**src/rtl/mips_multicycle_control.sv**
```systemverilog
// Main control FSM for the multicycle MIPS datapath: sequences fetch/decode/execute/
// memory/writeback and drives the ALU select, datapath muxes and enables.
module mips_multicycle_control #(
   parameter int OPW = 6
) (
   input  logic           clk,
   input  logic           reset,
   input  logic [OPW-1:0] opcode,
   input  logic [OPW-1:0] funct,
   input  logic           zero,
   output logic [2:0]     alu_select,
   output logic           alu_src_a,
   output logic [1:0]     alu_src_b,
   output logic           ext_zero,
   output logic           iord,
   output logic           mem_read,
   output logic           mem_write,
   output logic           ir_write,
   output logic           reg_dst,
   output logic           mem_to_reg,
   output logic           reg_write,
   output logic [1:0]     pc_source,
   output logic           pc_en,
   output logic           illegal_op,
   output logic [3:0]     state_dbg
);

   typedef enum logic [3:0] {
      FETCH    = 4'd0,
      DECODE   = 4'd1,
      MEM_ADDR = 4'd2,
      MEM_RD   = 4'd3,
      MEM_WB   = 4'd4,
      MEM_WR   = 4'd5,
      R_EXEC   = 4'd6,
      R_WB     = 4'd7,
      I_EXEC   = 4'd8,
      I_WB     = 4'd9,
      BRANCH   = 4'd10,
      JUMP     = 4'd11
   } state_t;

   localparam logic [OPW-1:0] OP_RTYPE = OPW'('h00);
   localparam logic [OPW-1:0] OP_J     = OPW'('h02);
   localparam logic [OPW-1:0] OP_BEQ   = OPW'('h04);
   localparam logic [OPW-1:0] OP_BNE   = OPW'('h05);
   localparam logic [OPW-1:0] OP_ADDI  = OPW'('h08);
   localparam logic [OPW-1:0] OP_ANDI  = OPW'('h0C);
   localparam logic [OPW-1:0] OP_ORI   = OPW'('h0D);
   localparam logic [OPW-1:0] OP_XORI  = OPW'('h0E);
   localparam logic [OPW-1:0] OP_LW    = OPW'('h23);
   localparam logic [OPW-1:0] OP_SW    = OPW'('h2B);
   localparam logic [OPW-1:0] F_ADD    = OPW'('h20);
   localparam logic [OPW-1:0] F_AND    = OPW'('h24);
   localparam logic [OPW-1:0] F_OR     = OPW'('h25);
   localparam logic [OPW-1:0] F_XOR    = OPW'('h26);

   state_t state, state_next;

   // NOTE: state register uses non-blocking assignments; the combinational block below uses blocking.
   always_ff @(posedge clk or negedge reset) begin
      if (!reset) state <= FETCH;
      else        state <= state_next;
   end

   assign state_dbg = state;

   always_comb begin
      // NOTE: every output and state_next gets a default first so no latch is inferred.
      state_next = FETCH;
      alu_select = 3'b000;
      alu_src_a  = 1'b0;
      alu_src_b  = 2'b00;
      ext_zero   = 1'b0;
      iord       = 1'b0;
      mem_read   = 1'b0;
      mem_write  = 1'b0;
      ir_write   = 1'b0;
      reg_dst    = 1'b0;
      mem_to_reg = 1'b0;
      reg_write  = 1'b0;
      pc_source  = 2'b00;
      pc_en      = 1'b0;
      illegal_op = 1'b0;

      // Outputs are forced to their idle values for as long as reset is held.
      if (reset) begin
         case (state)
            FETCH: begin
               mem_read   = 1'b1;
               ir_write   = 1'b1;
               alu_src_b  = 2'b01;
               pc_en      = 1'b1;
               state_next = DECODE;
            end
            DECODE: begin
               alu_src_b = 2'b11;
               case (opcode)
                  OP_LW, OP_SW: state_next = MEM_ADDR;
                  OP_RTYPE: begin
                     case (funct)
                        F_ADD, F_AND, F_OR, F_XOR: state_next = R_EXEC;
                        default:                   illegal_op = 1'b1;
                     endcase
                  end
                  OP_ADDI, OP_ANDI, OP_ORI, OP_XORI: state_next = I_EXEC;
                  OP_BEQ, OP_BNE:                    state_next = BRANCH;
                  OP_J:                              state_next = JUMP;
                  default:                           illegal_op = 1'b1;
               endcase
            end
            MEM_ADDR: begin
               alu_src_a  = 1'b1;
               alu_src_b  = 2'b10;
               state_next = (opcode == OP_SW) ? MEM_WR : MEM_RD;
            end
            MEM_RD: begin
               iord       = 1'b1;
               mem_read   = 1'b1;
               state_next = MEM_WB;
            end
            MEM_WB: begin
               reg_write  = 1'b1;
               mem_to_reg = 1'b1;
            end
            MEM_WR: begin
               iord      = 1'b1;
               mem_write = 1'b1;
            end
            R_EXEC: begin
               alu_src_a  = 1'b1;
               state_next = R_WB;
               case (funct)
                  F_AND:   alu_select = 3'b001;
                  F_OR:    alu_select = 3'b010;
                  F_XOR:   alu_select = 3'b011;
                  default: alu_select = 3'b000;
               endcase
            end
            R_WB: begin
               reg_write = 1'b1;
               reg_dst   = 1'b1;
            end
            I_EXEC: begin
               alu_src_a  = 1'b1;
               alu_src_b  = 2'b10;
               ext_zero   = (opcode != OP_ADDI);
               state_next = I_WB;
               case (opcode)
                  OP_ANDI: alu_select = 3'b001;
                  OP_ORI:  alu_select = 3'b010;
                  OP_XORI: alu_select = 3'b011;
                  default: alu_select = 3'b000;
               endcase
            end
            I_WB:   reg_write = 1'b1;
            BRANCH: begin
               // No subtract in the ALU: XOR the operands and branch on the zero flag.
               alu_src_a  = 1'b1;
               alu_select = 3'b011;
               pc_source  = 2'b01;
               pc_en      = (opcode == OP_BNE) ? ~zero : zero;
            end
            JUMP: begin
               pc_source = 2'b10;
               pc_en     = 1'b1;
            end
            default: ;
         endcase
      end
   end

endmodule

```
**config.mk**
```make
export PLATFORM = sky130hd
export DESIGN_NAME = mips_multicycle_control
export DESIGN_NICKNAME = d
export VERILOG_FILES = /design/src/rtl/mips_multicycle_control.sv
export SDC_FILE = /design/constraint.sdc
export NUM_CORES = 1
export LEC_CHECK = 0
export BUFFER_PORTS_ARGS = -buffer_cell sky130_fd_sc_hd__buf_2
export CAP_MARGIN = 0
export CORE_MARGIN = 1
export CORE_UTILIZATION = 45
export DETAILED_ROUTE_END_ITERATION = 10
export PLACE_DENSITY = 0.88
export SKIP_LAST_GASP = 1
export SLEW_MARGIN = 0
export SYNTH_ARGS = -nofsm -noshare
export SYNTH_HDL_FRONTEND = slang
export SYNTH_SLANG_ARGS = --single-unit
```
**constraint.sdc**
```tcl
create_clock -name clk -period 2.1 [get_ports clk]
set_input_delay 0.42 -clock clk [delete_from_list [all_inputs] [get_ports clk]]
set_output_delay 0.42 -clock clk [all_outputs]
set_load 0.05 [all_outputs]
```
== Word-level counts from Yosys, hierarchy flattened ==
Cells that the tools add are included.
Word-level totals
  bits of input ports: 15
  logic and storage cells: 78
  flip-flop bits (word level): 4
Operators by class
  muxes and demuxes: 38
  reduce and logical (&&, ||, !) cells: 13
  bitwise gates (word level): 1
  equal/unequal tests: 25
Operators by type and width (number)
  $eq 6x6->1 const B: 6
  $eq 6x4->1 const B: 4
  $pmux 2 s3: 4
  $pmux 4 s6: 1
  $mux 1: 23
  $pmux 4 s5: 1
  $eq 4x3->1 const B: 4
  $eq 4x4->1 const B: 4
  $eq 6x3->1 const B: 2
  $reduce_or 2->1: 6
  $reduce_or 4->1: 3
  $mux 3: 3
  $reduce_or 9->1: 1
  $eq 4x2->1 const B: 2
  $eq 6x2->1 const B: 1
  $logic_not 6->1: 1
  $ne 6x4->1 const B: 1
  $eq 4x1->1 const B: 1
  $logic_not 4->1: 1
  $mux 2: 2
  $mux 4: 1
  $pmux 1 s2: 2
  $pmux 2 s2: 1
  $reduce_or 3->1: 1
  $not 1->1: 1

== Longest topological paths before layout ==
  depth after elaboration: 6
  depth in mapped cells: 5
  depth with buffers taken out: 4

== Worst setup path before layout ==
No wires, ideal clock.
  kind: flip-flop to output port
  start point: reg state[1] (netlist: state_dbg[1])
  end point: out illegal_op
  data arrival time: 2.377 ns
  path slack: -0.697 ns
  required time: 1.680 ns
  buffers on the path: 1
  stages on the path, launching flop included: 6
  cell sequence: dfrtp_1 buf_6 nand2b_1 nor3_1 o211ai_1 nor3_1
Between the ends
  cells in the longest elaborated chain, start to end: 3
Ends and longest elaborated chain
  from (decl): RTL line 58  | state_t state, state_next;
  from (signal assigned): RTL line 63  | else state <= state_next;
  $eq 4x1->1: RTL line 88  | case (state)
  $mux 1: RTL line 88
  $mux 1: RTL line 87  | if (reset) begin
  to (decl): RTL line 24  | output logic illegal_op,
No other way between the ends.

== Worst setup path after layout ==
  start point: in funct[3]
  end point: out alu_select[1]
Between the ends
  cells in the longest elaborated chain, start to end: 4
  elaborated cells between the ends (all ways): 6
  those cells by class: eq/ne: 3; mux: 3
Ends and longest elaborated chain
  from (decl): RTL line 9  | input logic [OPW-1:0] funct,
  $eq 6x6->1: RTL line 133  | case (funct)
  $pmux 2 s3 *: RTL line 133
  $pmux 2 s3 *: RTL line 88
  $mux 3 *: RTL line 87
  to (decl): RTL line 11  | output logic [2:0] alu_select,
Mark *: on every way between the ends. The rest lies on a longest branch, timed or not.

==> results.json <==
{
  "wl_um": 2390,
  "track_usage": 0.273,
  "maxCapViolCount": 0,
  "htreeDepth": 1,
  "synth_nets": 126,
  "period_minus_slack_ns": 2.17,
  "finClkSkew_ns": 0.00753,
  "netlist_area_um2": 738,
  "synthArstFlopShare": 1.00,
  "overflow": 0,
  "grt_pass1_vias": 890,
  "setup_ws_ns": -0.0663,
  "io_buffers": 35,
  "ys.flop_type": "dfrtp_1",
  "tns_ns": -0.0663,
  "ctsRootBufferMaster": "clkbuf_4",
  "cts_buffers": 3,
  "vias_per_cell": 5.68,
  "syn_area_per_cell_um2": 6.65,
  "vdd_drop_max_v": 0.000265,
  "n_antenna_cell": 0,
  "pre_cts_ws_ns": -0.157,
  "crit_fanout": 3,
  "dp_hpwl_um": 1910,
  "synth_cell_types": 43,
  "placed_area_um2": 1080,
  "startpoint_type": "input port",
  "p_total_mw": 0.364,
  "yosys_warnings": 0,
  "drt_iter0_drc": 20,
  "area_delta_synth_final_pct": 62.7,
  "syn_inst": 111,
  "cts_tree": "yes",
  "wl_per_cell_um": 13.4,
  "violations": "setup timing",
  "ys_seq_area_frac": 0.136,
  "r2r_start": "state_dbg[3]",
  "largest_reg_flops": 4,
  "powerDensity_nw_per_um2": 303,
  "synth_edf_count": 0,
  "insertion_delay_ns": 0.23,
  "seq_area_um2": 105,
  "fin_crit_sh": 1.03,
  "hold_class": "input port to asynchronous set/reset pin",
  "place_congestion": 0.885,
  "fp-row-count": 14,
  "hold_viol": 0,
  "via_count": 1011,
  "ff2ff_path_depth": 6,
  "cts_sinks": 4,
  "cp.required_ns": 1.68,
  "grt_pass1_wl_um": 3910,
  "finalInstanceArea_um2": 1200,
  "setup_viol": 1,
  "ys_ff_latch": 4,
  "synth_area_leaders": "dfrtp_1 14%, nor2_1 9.2%, o21ai_0 4.7%, nand2_1 4.6%, nand2b_1 4.2%",
  "endpoint_kind": "output pin",
  "r2r_slack_ns": 0.50,
  "start_util": 0.484,
  "crit_arrival_ns": 1.75,
  "top_level_ports": 37,
  "grt_max_degree": 17,
  "rr_endpoint": "state_dbg[0]",
  "fp.dieArea_um2": 1810,
  "firstDrtPassIters": 4,
  "hold-worst-slack_ns": 0.155,
  "yosysTopAreaCell": "dfrtp_1",
  "antenna_found_initial": 0,
  "rsz0062_at_grt": "yes",
  "die_h_um": 42.5,
  "status": "finished with violations",
  "drive_gt1_frac": 0.512,
  "path_class": "input port to output pin",
  "fill_cells": 123,
  "antenna_left": 0,
  "multi_input_area_um2": 694,
  "finalNetCount": 179,
  "slew_viol_final": 0,
  "p_leak_nw": 0.536,
  "cts_max_path_buffers": 2,
  "max_freq_ghz": 0.462,
  "core_um2": 1520,
  "yosys.area.top_type_share": 0.136,
  "drc": 0,
  "clk_pin_slew_ns": 0.04,
  "die_width_um": 42.5
}
## report_power, final
group,internal (mW),switching [mW]
combinational,0.0703,0.120
sequential,0.0803,0.00174
clock,0.0636,0.0274
total,0.214,0.150
## Yosys cell counts, types with 2 or more instances
master and number:
nor3_1 6, a31oi_1 3, nor3b_1 2, clkbuf_1 4, a21oi_1 6, o21ai_0 7
nand2_1 9, nor2_1 18, nand2b_1 5, o21a_1 3, nor4_1 2, xnor2_1 3
nor2b_1 3, o211ai_1 4, nand4b_1 2, dfrtp_1 4, or3_1 3, inv_1 2
## area by class of cell
cell class              count  share of cell area
flip-flops and latches      4              0.0875
multi-input cells          98               0.578
inverters                   2             0.00625
repair buffers             55               0.293
well taps                  16              0.0167
clock buffers               3              0.0188
## cells in the final DEF, fill, tap and decap left out, types with 2 or more instances in the layout
| master | count |
|---|---|
| clkbuf_4 | 4 |
| o21a_1 | 3 |
| buf_2 | 30 |
| nor4_1 | 2 |
| nor2b_4 | 2 |
| o211ai_1 | 4 |
| or3_1 | 3 |
| nand4b_1 | 2 |
| nand2_1 | 9 |
| nor3_2 | 3 |
| nor2_2 | 3 |
| nand2b_1 | 5 |
| inv_1 | 2 |
| nor3_1 | 2 |
| buf_6 | 3 |
| a21oi_1 | 4 |
| buf_4 | 20 |
| nor2b_1 | 2 |
| o21ai_0 | 6 |
| xnor2_1 | 3 |
| dfrtp_2 | 4 |
| a31oi_1 | 2 |
| nor2_1 | 14 |
## worst max-delay path by stage
stage,start,slack (ns),cells after the start,to
2_1_floorplan,state_dbg[1],-0.17,5,illegal_op
3_3_place_gp,funct[3],-0.15,5,alu_select[1]
3_5_place_dp,funct[3],-0.16,5,alu_select[1]
4_1_cts,funct[3],-0.07,5,alu_select[1]
5_1_grt,state_dbg[0],-0.10,5,alu_select[1]
6_report,funct[3],-0.07,5,alu_select[1]
## critical path, stage by stage
cell and delay (ns):
buf_2 0.10, or3b_4 0.39, or4_4 0.53, a21oi_4 0.14, buf_6 0.17
## kinds of logic (layout without fill, tap and decap cells)
family,Yosys count,count (layout),synth area share
AOI/OAI and AO/OA,28,28,0.244
xor gates and xnor gates,4,4,0.0475
adders and majority gates,1,1,0.0136
buffers and inverters,9,60,0.0627
DFF,4,4,0.136
muxes,1,1,0.0153
other,1,1,0.00508
and+or+nand+nor,63,63,0.476
## per-stage QoR
step                      std cells   util
after floorplan                 111      -
after global placement          171  0.710
after detailed placement        171  0.710
after CTS                       176  0.767
after global routing            178  0.788
final                           178  0.788
## what timing repair did
action / in CTS / in global routing
setup buffers: 1 / 2
hold endpoints to repair: 1 / 0
pin swaps: 0 / 0
setup endpoints to repair: 4 / 6
hold buffers: 1 / 0
gates resized for setup: 13 / 6
## per-layer routing
metal,part of all wire,vias to the layer above,global-route usage
met1,0.42,454,0.363
met4,0.013,0,0.0500
li1,-,505,-
met2,0.51,48,0.471
met5,0,-,0
met3,0.059,4,0.0388
(Power assumes the default switching activity.)
